===== src/rtl/ctrl_pkg.sv =====
// rtl/ctrl_pkg.sv - shared types and encodings for the multicycle RV32I control unit
// CTRL_JAL_EN adds the JAL state to the state enum.
package ctrl_pkg;

   typedef enum logic [3:0] {
      S_FETCH,
      S_DECODE,
      S_MEMADR,
      S_MEMREAD,
      S_MEMWB,
      S_MEMWRITE,
      S_EXECR,
      S_EXECI,
      S_ALUWB,
      S_BEQ,
`ifdef CTRL_JAL_EN
      S_JAL,
`endif
      S_ERROR
   } state_t;

   localparam logic [6:0] OP_LW  = 7'b0000011;
   localparam logic [6:0] OP_SW  = 7'b0100011;
   localparam logic [6:0] OP_R   = 7'b0110011;
   localparam logic [6:0] OP_I   = 7'b0010011;
   localparam logic [6:0] OP_BEQ = 7'b1100011;
   localparam logic [6:0] OP_JAL = 7'b1101111;

   localparam logic [2:0] ALU_ADD = 3'b000;
   localparam logic [2:0] ALU_SUB = 3'b001;
   localparam logic [2:0] ALU_AND = 3'b010;
   localparam logic [2:0] ALU_OR  = 3'b011;
   localparam logic [2:0] ALU_SLT = 3'b101;

   localparam logic [1:0] RES_ALU_OUT    = 2'b00;
   localparam logic [1:0] RES_MEM        = 2'b01;
   localparam logic [1:0] RES_ALU_RESULT = 2'b10;

   localparam logic [1:0] SRCA_PC   = 2'b00;
   localparam logic [1:0] SRCA_RS1  = 2'b01;
   localparam logic [1:0] SRCA_ZERO = 2'b10;

   localparam logic [1:0] SRCB_RS2  = 2'b00;
   localparam logic [1:0] SRCB_FOUR = 2'b01;
   localparam logic [1:0] SRCB_IMM  = 2'b10;
   localparam logic [1:0] SRCB_ZERO = 2'b11;

   typedef enum logic [1:0] {
      ALUOP_ADD   = 2'b00,
      ALUOP_SUB   = 2'b01,
      ALUOP_FUNCT = 2'b10
   } alu_op_t;

endpackage


===== src/rtl/alu_decoder.sv =====
// rtl/alu_decoder.sv - combinational mapping of alu_op and instruction fields to alu_control
module alu_decoder
   import ctrl_pkg::*;
(
   input  alu_op_t    alu_op,
   input  logic [2:0] funct3,
   input  logic       funct7_5,
   input  logic       op_5,
   output logic [2:0] alu_control
);

   always_comb begin
      alu_control = ALU_ADD;
      case (alu_op)
         ALUOP_ADD: alu_control = ALU_ADD;
         ALUOP_SUB: alu_control = ALU_SUB;
         ALUOP_FUNCT: begin
            case (funct3)
               // only R-type (op_5 set) may subtract; addi ignores imm bit 30
               3'b000:  alu_control = (funct7_5 & op_5) ? ALU_SUB : ALU_ADD;
               3'b010:  alu_control = ALU_SLT;
               3'b110:  alu_control = ALU_OR;
               3'b111:  alu_control = ALU_AND;
               default: alu_control = ALU_ADD;
            endcase
         end
         default: alu_control = ALU_ADD;
      endcase
   end

endmodule


===== src/rtl/multicycle_control.sv =====
// rtl/multicycle_control.sv - multicycle RV32I main control FSM, ALU decode and retire counter
// Optional JAL support is enabled by defining CTRL_JAL_EN.
module multicycle_control
   import ctrl_pkg::*;
(
   input  logic        clk,
   input  logic        reset,
   input  logic [31:0] instr,
   input  logic        zero,
   output logic        mem_write,
   output logic        reg_write,
   output logic        ir_write,
   output logic        pc_write,
   output logic        instruction_or_data,
   output logic [1:0]  result_src,
   output logic [1:0]  alu_src_a,
   output logic [1:0]  alu_src_b,
   output logic [2:0]  alu_control,
   output logic        halted,
   output logic [31:0] instr_retired
);

   state_t      state;
   state_t      next_state;
   alu_op_t     alu_op;
   logic        mem_write_raw;
   logic        reg_write_raw;
   logic        ir_write_raw;
   logic        pc_update;
   logic        branch;
   logic        retire;
   logic [31:0] retired_q;
   logic [6:0]  opcode;
   logic        unused_instr;

   assign opcode       = instr[6:0];
   assign unused_instr = ^{instr[31], instr[29:15], instr[11:7]};

   always_ff @(posedge clk or posedge reset) begin
      if (reset) state <= S_FETCH;
      else       state <= next_state;
   end

   always_comb begin
      next_state = state;
      case (state)
         S_FETCH:  next_state = S_DECODE;
         S_DECODE: begin
            case (opcode)
               OP_LW, OP_SW: next_state = S_MEMADR;
               OP_R:         next_state = S_EXECR;
               OP_I:         next_state = S_EXECI;
               OP_BEQ:       next_state = S_BEQ;
`ifdef CTRL_JAL_EN
               OP_JAL:       next_state = S_JAL;
`endif
               default:      next_state = S_ERROR;
            endcase
         end
         S_MEMADR:   next_state = (opcode == OP_LW) ? S_MEMREAD : S_MEMWRITE;
         S_MEMREAD:  next_state = S_MEMWB;
         S_MEMWB:    next_state = S_FETCH;
         S_MEMWRITE: next_state = S_FETCH;
         S_EXECR:    next_state = S_ALUWB;
         S_EXECI:    next_state = S_ALUWB;
         S_ALUWB:    next_state = S_FETCH;
         S_BEQ:      next_state = S_FETCH;
`ifdef CTRL_JAL_EN
         S_JAL:      next_state = S_ALUWB;
`endif
         S_ERROR:    next_state = S_ERROR;
         default:    next_state = S_ERROR;
      endcase
   end

   always_comb begin
      mem_write_raw       = 1'b0;
      reg_write_raw       = 1'b0;
      ir_write_raw        = 1'b0;
      pc_update           = 1'b0;
      branch              = 1'b0;
      instruction_or_data = 1'b0;
      result_src          = RES_ALU_OUT;
      alu_src_a           = SRCA_PC;
      alu_src_b           = SRCB_RS2;
      alu_op              = ALUOP_ADD;
      halted              = 1'b0;
      case (state)
         S_FETCH: begin
            ir_write_raw = 1'b1;
            pc_update    = 1'b1;
            alu_src_b    = SRCB_FOUR;
            result_src   = RES_ALU_RESULT;
         end
         S_DECODE: alu_src_b = SRCB_IMM;
         S_MEMADR: begin
            alu_src_a = SRCA_RS1;
            alu_src_b = SRCB_IMM;
         end
         S_MEMREAD: instruction_or_data = 1'b1;
         S_MEMWB: begin
            reg_write_raw = 1'b1;
            result_src    = RES_MEM;
         end
         S_MEMWRITE: begin
            mem_write_raw       = 1'b1;
            instruction_or_data = 1'b1;
         end
         S_EXECR: begin
            alu_src_a = SRCA_RS1;
            alu_op    = ALUOP_FUNCT;
         end
         S_EXECI: begin
            alu_src_a = SRCA_RS1;
            alu_src_b = SRCB_IMM;
            alu_op    = ALUOP_FUNCT;
         end
         S_ALUWB: reg_write_raw = 1'b1;
         S_BEQ: begin
            alu_src_a = SRCA_RS1;
            alu_op    = ALUOP_SUB;
            branch    = 1'b1;
         end
`ifdef CTRL_JAL_EN
         S_JAL: begin
            alu_src_b = SRCB_FOUR;
            pc_update = 1'b1;
         end
`endif
         S_ERROR: halted = 1'b1;
         default: halted = 1'b1;
      endcase
   end

   // reset gates every write strobe so an abandoned instruction cannot commit
   assign mem_write = mem_write_raw & ~reset;
   assign reg_write = reg_write_raw & ~reset;
   assign ir_write  = ir_write_raw & ~reset;
   assign pc_write  = (pc_update | (branch & zero)) & ~reset;

   assign retire = (state == S_MEMWB) || (state == S_MEMWRITE) ||
                   (state == S_ALUWB) || (state == S_BEQ);

   always_ff @(posedge clk or posedge reset) begin
      if (reset)       retired_q <= 32'd0;
      else if (retire) retired_q <= retired_q + 32'd1;
   end

   assign instr_retired = retired_q;

   alu_decoder u_alu_decoder (
      .alu_op      (alu_op),
      .funct3      (instr[14:12]),
      .funct7_5    (instr[30]),
      .op_5        (instr[5]),
      .alu_control (alu_control)
   );

endmodule


===== config.mk =====
export PLATFORM = sky130hd
export DESIGN_NAME = multicycle_control
export DESIGN_NICKNAME = d
export VERILOG_FILES = /design/src/rtl/ctrl_pkg.sv /design/src/rtl/alu_decoder.sv /design/src/rtl/multicycle_control.sv
export SDC_FILE = /design/constraint.sdc
export NUM_CORES = 1
export LEC_CHECK = 0
export CORE_MARGIN = 5
export CORE_UTILIZATION = 45
export CTS_BUF_LIST = sky130_fd_sc_hd__clkbuf_2
export CTS_CLUSTER_DIAMETER = 80
export CTS_CLUSTER_SIZE = 30
export DETAILED_ROUTE_END_ITERATION = 8
export PLACE_DENSITY_LB_ADDON = 0.15
export SETUP_SLACK_MARGIN = 0.3
export SKIP_LAST_GASP = 1
export SLEW_MARGIN = 20
export SYNTH_ARGS = -nofsm -noshare
export SYNTH_HDL_FRONTEND = slang
export SYNTH_HIERARCHICAL = 1
export SYNTH_SLANG_ARGS = --single-unit

===== constraint.sdc =====
create_clock -name clk -period 2.8 [get_ports clk]
set_input_delay 0.84 -clock clk [delete_from_list [all_inputs] [get_ports clk]]
set_output_delay 0.84 -clock clk [all_outputs]
set_load 0.02 [all_outputs]

== Word level (Yosys, flattened, before mapping) ==
Cells that the tools add are included.

* Input bits: 35
* Word-level logic and storage cells: 59
* Bits in registers: 36
* Output and inout bits: 47

* Add/sub/neg operators: 1
* Equality and inequality tests: 19
* Reductions and logical operators: 13
* Muxes and demuxes: 16
* Bitwise gates (word level): 8

{| class="wikitable"
|+ Operators by type and width
! cell !! number
|-
| $add 32x1->32 const B || 1
|-
| $pmux 4 s6 || 1
|-
| $eq 4x3->1 const B || 4
|-
| $pmux 4 s4 || 1
|-
| $eq 7x6->1 const B || 2
|-
| $pmux 2 s2 || 3
|-
| $pmux 3 s4 || 1
|-
| $reduce_or 10->1 || 1
|-
| $eq 4x2->1 const B || 2
|-
| $eq 4x4->1 const B || 2
|-
| $mux 1 || 8
|-
| $reduce_or 2->1 || 4
|-
| $reduce_or 4->1 || 2
|-
| $eq 7x2->1 const B || 1
|-
| $eq 7x5->1 const B || 1
|-
| $eq 7x7->1 const B || 1
|-
| $and 1x1->1 || 6
|-
| $eq 3x3->1 const B || 2
|-
| $pmux 3 s2 || 1
|-
| $eq 4x1->1 const B || 1
|-
| $logic_not 4->1 || 1
|-
| $eq 3x2->1 const B || 1
|-
| $logic_not 3->1 || 1
|-
| $logic_or 1x1->1 || 3
|-
| other kinds (6) || 6
|}

== Longest topological paths before layout ==
Gate-level depths: netlist (run 1).

* Word-level depth: 5
* Mapped depth: 7
* Gate-level depth less buffers: 6

== Hierarchy ==
The synthesis (run 1) kept the hierarchy.

{| class="wikitable"
|+ By module, submodules not included
! module !! area each (um2) !! cells each !! times used !! sequential area each (um2)
|-
| multicycle_control || 1968.1 || 181 || 1 || 900.9
|-
| alu_decoder || 96.3 || 11 || 1 || 0.0
|}

== Worst setup path after synthesis (run 1) ==
OpenSTA, ideal clock, no wires.

* Kind: register to output
* Start point: reg state[2]
* End point: out alu_control[2]
* Required time: 1.960 ns
* Buffers on the path: 1
* Arrival time: 2.195 ns
* Cell stages (with the launch flop): 7
* Slack: -0.235 ns
* Path through: dfrtp_1 -> buf_4 -> nand2b_1 -> nor3b_1 -> inv_1 -> ha_1 -> nor4b_1

* Word-level cells in the longest chain between the ends: 5
* Elaborated cells on any way between the ends: 8
* Those cells by class: 5 x eq/ne; 2 x mux; 1 x reduce/logical

{| class="wikitable"
|+ RTL lines
! item !! RTL line !! RTL
|-
| start, declared || multicycle_control.sv:23 || <nowiki>state_t state;</nowiki>
|-
| start signal, assigned || multicycle_control.sv:41 || <nowiki>else state <= next_state;</nowiki>
|-
| $eq 4x3->1 || multicycle_control.sv:88 || <nowiki>case (state)</nowiki>
|-
| $reduce_or 2->1 (no source line) || - ||
|-
| $pmux 2 s2 * || multicycle_control.sv:88 ||
|-
| named net alu_op[0] || multicycle_control.sv:25 || <nowiki>alu_op_t alu_op;</nowiki>
|-
| $eq 2x2->1 / $eq 2x1->1 (equally long branches) || alu_decoder.sv:14 || <nowiki>case (alu_op)</nowiki>
|-
| $pmux 3 s2 * || alu_decoder.sv:14 ||
|-
| end, declared || multicycle_control.sv:18 || <nowiki>output logic [2:0] alu_control,</nowiki>
|}

The timed path passes the listed nets; every way through them passes the cells marked *.

== Final worst setup path (run 1) ==
Ends and elaborated chain as after synthesis.

==> flow_summary.toml, run 1 <==
[floorplanning]
row_count = 24
die_x_um = 77.7
die_h_um = 77.7
dieArea_mm2 = 0.00604
ios = 82
coreArea_mm2 = 0.00441
initial_core_util_pct = 46.8

[synthesis]
syn_area_per_cell_um2 = 10.8
syn_inst = 192
yosysSeqAreaShare_pct = 43.6
synthArstFlopShare_pct = 100
netlist_area_mm2 = 0.00206
synth_fp_nets = 230
synth_seq_cells = 36
synth_warnings = 6
yosysUniqueCellTypes = 48
dominantRegCellSynth = "dfrtp_1"
synth_edf_count = 0

[detailed_routing]
vias = 1760
drt_iter0_drc = 75
wirelength_um = 5090
wire_per_inst_um = 15.6
vias_per_cell = 5.42
ant_nets = 0
dr.pass1.iters = 4
drc = 0

[clock_tree]
cts_tree = "done"
root_buffer = "clkbuf_2"
clkTransAtPathRegs_ns = 0.17
numCtsBuffers = 5
cts.sinks = 36
htreeDepth = 2
clock_latency_ns = 0.37
clk_path_buf_depth = 2

[placement]
portBuffers = 59
dp_hpwl_um = 3570
dp_slack_ns = -0.381
dpl_cell_area_mm2 = 0.00283
place.gp.congestion = 0.814

[final_layout]
final_core_utilization_pct = 68.1
fill_cells = 346
finalInstanceArea_mm2 = 0.00301
final_nets = 311
syn_to_final_growth_pct = 45.6
multi_input_area_mm2 = 0.00122
drive_gt1_share_pct = 28.9
diodes = 0
final-seq-area_um2 = 903
final_common_cell = "clkdlybuf4s50_1"
layout_common_cells = "clkdlybuf4s50_1 (44), dfrtp_1 (34), buf_4 (24), xnor2_1 (20)"

[critical_path]
critical_path_class = "flop to output port"
crit_required_ns = 1.96
cp_max_fo = 3
path_buf_inv = 2
rr_startpoint = "state[1]"
slowest_stage = "dfrtp_1"
critPathTopFamily = "simple AND/OR/NAND/NOR gates"
startpoint_type = "flop"
cp-end-kind = "output port"
startpoint = "state[2]"
slowest_delay_ns = 0.41
cp_data_arrival_time_ns = 1.91
path_cells = "nand2b_4 -> nor3b_4 -> inv_2 -> ha_4 -> nor4b_4 -> buf_4"

[power]
p_total_mw = 0.789
internal_power_mw = 0.603
netSwitchingFraction_pct = 23.6
power_leakage_nw = 1.32
p_switching_mw = 0.186
seq_power_share_pct = 66.0
irDropWorstVdd_mv = 0.190
clkPwrFrac_pct = 28.5
combPwrFrac_pct = 5.6
power_density_mw_per_mm2 = 263

[global_route]
first_global_vias = 1751
grt_max_degree = 37
antenna_found_initial = 0
grtUsageTotal_pct = 16.4
gr-total-overflow = 0
met2_usage_pct = 25.4
use_met3_pct = 5.56
grt_pass1_wl_um = 8200
busiest_layer = "met2"
use_met1_pct = 22.4

[sta]
finalCritPeriodShare_pct = 98.2
layout_min_cycle_time_ns = 2.75
finalSetupViolations = 0
slew_viol_final = 0
hold_violations = 0
fin_ws_ns = 0.0505
fmax_mhz = 364
rsz0062_at_grt = "yes"
finalClockSkew_ns = 0.0107

[min_path]
worstHoldStart = "instr_retired[31]"
worstHoldPathType = "flop to flop"

[run]
maxCapViolCount = 0

[run_status]
status = "complete, no violations"
## cell usage after synthesis (2+ instances only)
cell	instances	area, µm²
o311ai_0	2	17.5
nand3b_1	2	15.0
and3_1	6	37.5
inv_1	8	30.0
xor2_1	12	105
nor3_1	7	35.0
nand2_1	10	37.5
nor4_2	4	50.1
ha_1	3	37.5
o21ai_0	2	10.0
dfrtp_1	36	901
nand3_1	12	60.1
clkbuf_1	3	11.3
and4_1	4	35.0
xnor2_1	20	175
nor3b_1	3	22.5
buf_4	3	22.5
nand4_1	7	43.8
nor2_1	11	41.3
nor4_1	2	12.5
nor4b_2	2	30.0
nand2b_1	2	12.5
a21oi_1	6	30.0
## timing repair
| item | 4_1_cts | 5_1_grt |
|---|---|---|
| pin swaps | 3 | 5 |
| gates resized for setup | 67 | 32 |
| hold buffers | 0 | 0 |
| buffers inserted | 2 | 7 |
| endpoints found under the setup margin | 14 | 15 |
## through the flow
stage | setup TNS (ns) | std cells | hold WS, ns
floorplan | 0 | 192 | 0.578
global placement | -1.93 | 309 | 0.459
detailed placement | -2.00 | 309 | 0.462
CTS | 0 | 318 | 0.483
global route | -0.173 | 325 | 0.521
finish | 0 | 325 | 0.479
## final timing paths
kind	depth (start not counted)	end	slack [ns]
max	6	alu_control[2]	0.05
min reg2reg	1	instr_retired[31]	0.48
max reg2reg	5	instr_retired[8]	0.94
max in group asynchronous	3	state[1]	1.65
min	1	instr_retired[31]	0.48
min in group asynchronous	3	state[0]	0.79
## logic make-up after synthesis
logic type	count (synthesis)	synth area share, %
buffers and inverters	15	3.33
flip-flops	36	43.6
AO/OA/AOI/OAI	15	4.97
adder cells (fa/ha/maj)	3	1.82
AND/OR/NAND/NOR	88	30.6
XOR/XNOR	33	14.9
multiplexers	1	0.545
other	1	0.182
## per-layer routing
layer	vias to the layer above	wire length (µm)
met4	0	34
met1	865	2280
met5	-	0
met2	45	2470
met3	4	304
li1	846	-
## power groups by stage
stage	registers [mW]	logic, mW	clock network (mW)
after floorplan	0.530	0.0159	0
after global placement	0.530	0.0441	0
after detailed placement	0.530	0.0452	0
after CTS	0.520	0.0445	0.232
after global routing	0.521	0.0488	0.262
final	0.520	0.0440	0.225
## registers in the layout (all words and copies together), names as in the netlist
signal	cells
instr_retired	32
state	4
## final cells by class
cell class	instances	area share (%)
Multi-Input combinational cell	141	40.8
Sequential cell	36	30.1
Timing Repair Buffer	81	24.9
Tap cell	52	2.16
Clock buffer	6	0.999
Inverter	8	0.999
Clock inverter	1	0.167
Power figures use the tool's default switching activity.
==> run 2: changes to the inputs <==
--- a/config.mk
+++ b/config.mk
@@ -5,12 +5,13 @@
 export SDC_FILE = /design/constraint.sdc
 export NUM_CORES = 1
 export LEC_CHECK = 0
-export CORE_MARGIN = 5
-export CORE_UTILIZATION = 45
+export CORE_MARGIN = 1
+export CORE_UTILIZATION = 65
 export CTS_BUF_LIST = sky130_fd_sc_hd__clkbuf_2
 export CTS_CLUSTER_DIAMETER = 80
 export CTS_CLUSTER_SIZE = 30
 export DETAILED_ROUTE_END_ITERATION = 8
+export DONT_BUFFER_PORTS = 1
 export PLACE_DENSITY_LB_ADDON = 0.15
 export SETUP_SLACK_MARGIN = 0.3
 export SKIP_LAST_GASP = 1
==> run 2 against run 1 <==
Net effect:
- the run now ends with negative setup slack left
- first-iteration DRC count grew 12%
- core utilization rose by 11 points
- register-to-register slack worse by 0.13 ns
- die area down 44%
- via count fell by 12%
- critical path depth shrank 1
- wire length down 15%
- flip-flop and latch count is the same
- worst hold slack lost 0.074 ns
- final cell count decreased by 22%
- combinational power is 57% lower
==> flow_summary.toml, run 2 (synthesis gave the netlist of run 1 again) <==
[run_status]
status = "finished, violations left"
violations = "negative setup slack"

[sta]
finalCritPeriodShare_pct = 101
worst_pin_slew_ns = 0.631
max_slew_margin_pct = 57.6
finalClockSkew_ns = 0.0242
layout_min_cycle_time_ns = 2.81
hold_violations = 0
slew_viol_final = 0
fmax_mhz = 355
finalSetupViolations = 2
fin_ws_ns = -0.0150
rsz0062_at_grt = "yes"

[floorplanning]
row_count = 20
die_h_um = 58.4
initial_core_util_pct = 68.2
dieArea_mm2 = 0.00341
die_x_um = 58.4
coreArea_mm2 = 0.00303
ios = 82

[detailed_routing]
drc = 0
wirelength_um = 4340
wire_per_inst_um = 17.0
ant_nets = 0
dr.pass1.iters = 5
drt_iter0_drc = 84
vias = 1546
vias_per_cell = 6.06

[power]
p_total_mw = 0.781
clkPwrFrac_pct = 30.9
internal_power_mw = 0.586
power_leakage_nw = 1.08
combPwrFrac_pct = 2.4
power_density_mw_per_mm2 = 325
seq_power_share_pct = 66.7
netSwitchingFraction_pct = 24.9
irDropWorstVdd_mv = 0.197
p_switching_mw = 0.194

[global_route]
gr-total-overflow = 0
grt_pass1_wl_um = 6840
antenna_found_initial = 0
first_global_vias = 1509
grtUsageTotal_pct = 26.4
grt_max_degree = 37

[critical_path]
path_cells = "buf_4 -> nand2b_1 -> nor2_4 -> ha_4 -> nor4b_4"
startpoint_type = "flop"
slowest_stage = "dfrtp_1"
slowest_delay_ns = 0.42
critical_path_class = "flop to output port"
crit_required_ns = 1.96
cp_data_arrival_time_ns = 1.97
cp-end-kind = "output port"
cp_max_fo = 7

[final_layout]
finalInstanceArea_mm2 = 0.00240
layout_common_cells = "dfrtp_1 (34), xnor2_1 (19), buf_4 (17), xor2_1 (12), nand3_1 (12)"
drive_gt1_share_pct = 30.3
syn_to_final_growth_pct = 16.3
final_common_cell = "dfrtp_1"
diodes = 0
fill_cells = 197
final_nets = 248
final_core_utilization_pct = 79.3
largest_register_ff_count = 32
final-seq-area_um2 = 903
multi_input_area_mm2 = 0.00123

[clock_tree]
cts.sinks = 36
clkTransAtPathRegs_ns = 0.20
cts_tree = "done"
clk_path_buf_depth = 2
numCtsBuffers = 5
root_buffer = "clkbuf_2"
clock_latency_ns = 0.38
htreeDepth = 2

[placement]
dp_hpwl_um = 2980
dpl_cell_area_mm2 = 0.00221
portBuffers = 0
place.gp.congestion = 0.801

[min_path]
worstHoldPathType = "primary input to async pin"

[run]
maxCapViolCount = 0
-- run 2: cell types whose count changed in the layout (fill, tap and decap cells not counted), moves of 2 or more --
cell and change:
clkdlybuf4s50_1 -44, buf_4 -7, buf_6 -5, buf_2 -3, nor2_1 -3, nor2_2 +3, clkbuf_2 -2, nor3_1 +2
-- run 2: worst paths after layout --
kind,from,to,slack (ns),cells past startpoint
max,state[2],alu_control[2],-0.01,5
min in group clk,instr[4],state[2],0.61,2
min,reset,state[1],0.40,2
min reg2reg,instr_retired[31],instr_retired[31],0.63,1
max in group asynchronous,reset,instr_retired[23],2.05,2
max reg2reg,state[1],instr_retired[12],0.81,5
-- run 2: timing repair --
action | CTS | global route
setup buffers | 2 | 5
endpoints found under the setup margin | 9 | 13
resized for setup | 9 | 13
hold buffers | 0 | 0
pin swaps | 4 | 6
-- run 2: critical path: cells and delay by family (launching register included) --
kind          cells  cell delay (ns)
fa+ha+maj         1             0.24
buf+inv           1             0.20
flops             1             0.42
simple gates      3             0.74
-- run 2: metrics by stage --
| stage | worst slack, ns | setup TNS, ns | hold slack [ns] | std cells |
|---|---|---|---|---|
| after global placement | 0.370 | 0 | 0.604 | 240 |
| after floorplan | 0.275 | 0 | 0.578 | 192 |
| final | -0.0150 | -0.0287 | 0.405 | 255 |
| after detailed placement | 0.320 | 0 | 0.604 | 240 |
| after global routing | -0.0960 | -0.240 | 0.416 | 255 |
| after CTS | 0.00592 | 0 | 0.418 | 250 |
-- run 2: area by class of cell --
cell class	instances	area share, %
timing repair buffer	18	5.78
tap	44	2.29
clock inverter	3	0.782
clock buffer	5	1.04
inverter	8	1.25
sequential	36	37.6
multi-input combinational	141	51.2
-- run 2: routing by layer --
layer  share of wire (%)  global-route usage, %  wire (µm)  up-vias
met1                  42                   32.5       1830      746
met5                   0                      0          0        -
met3                 5.5                   9.45        239        8
met2                  51                   42.4       2200       62
li1                    -                      -          -      730
met4                 1.7                   10.5         72        0
-- run 2: power groups by stage --
stage,logic [mW],clock network (mW),registers [mW]
finish,0.0191,0.241,0.521
global route,0.0221,0.268,0.521
CTS,0.0201,0.245,0.521
detailed placement,0.0196,0,0.530
global placement,0.0186,0,0.530
floorplan,0.0159,0,0.530
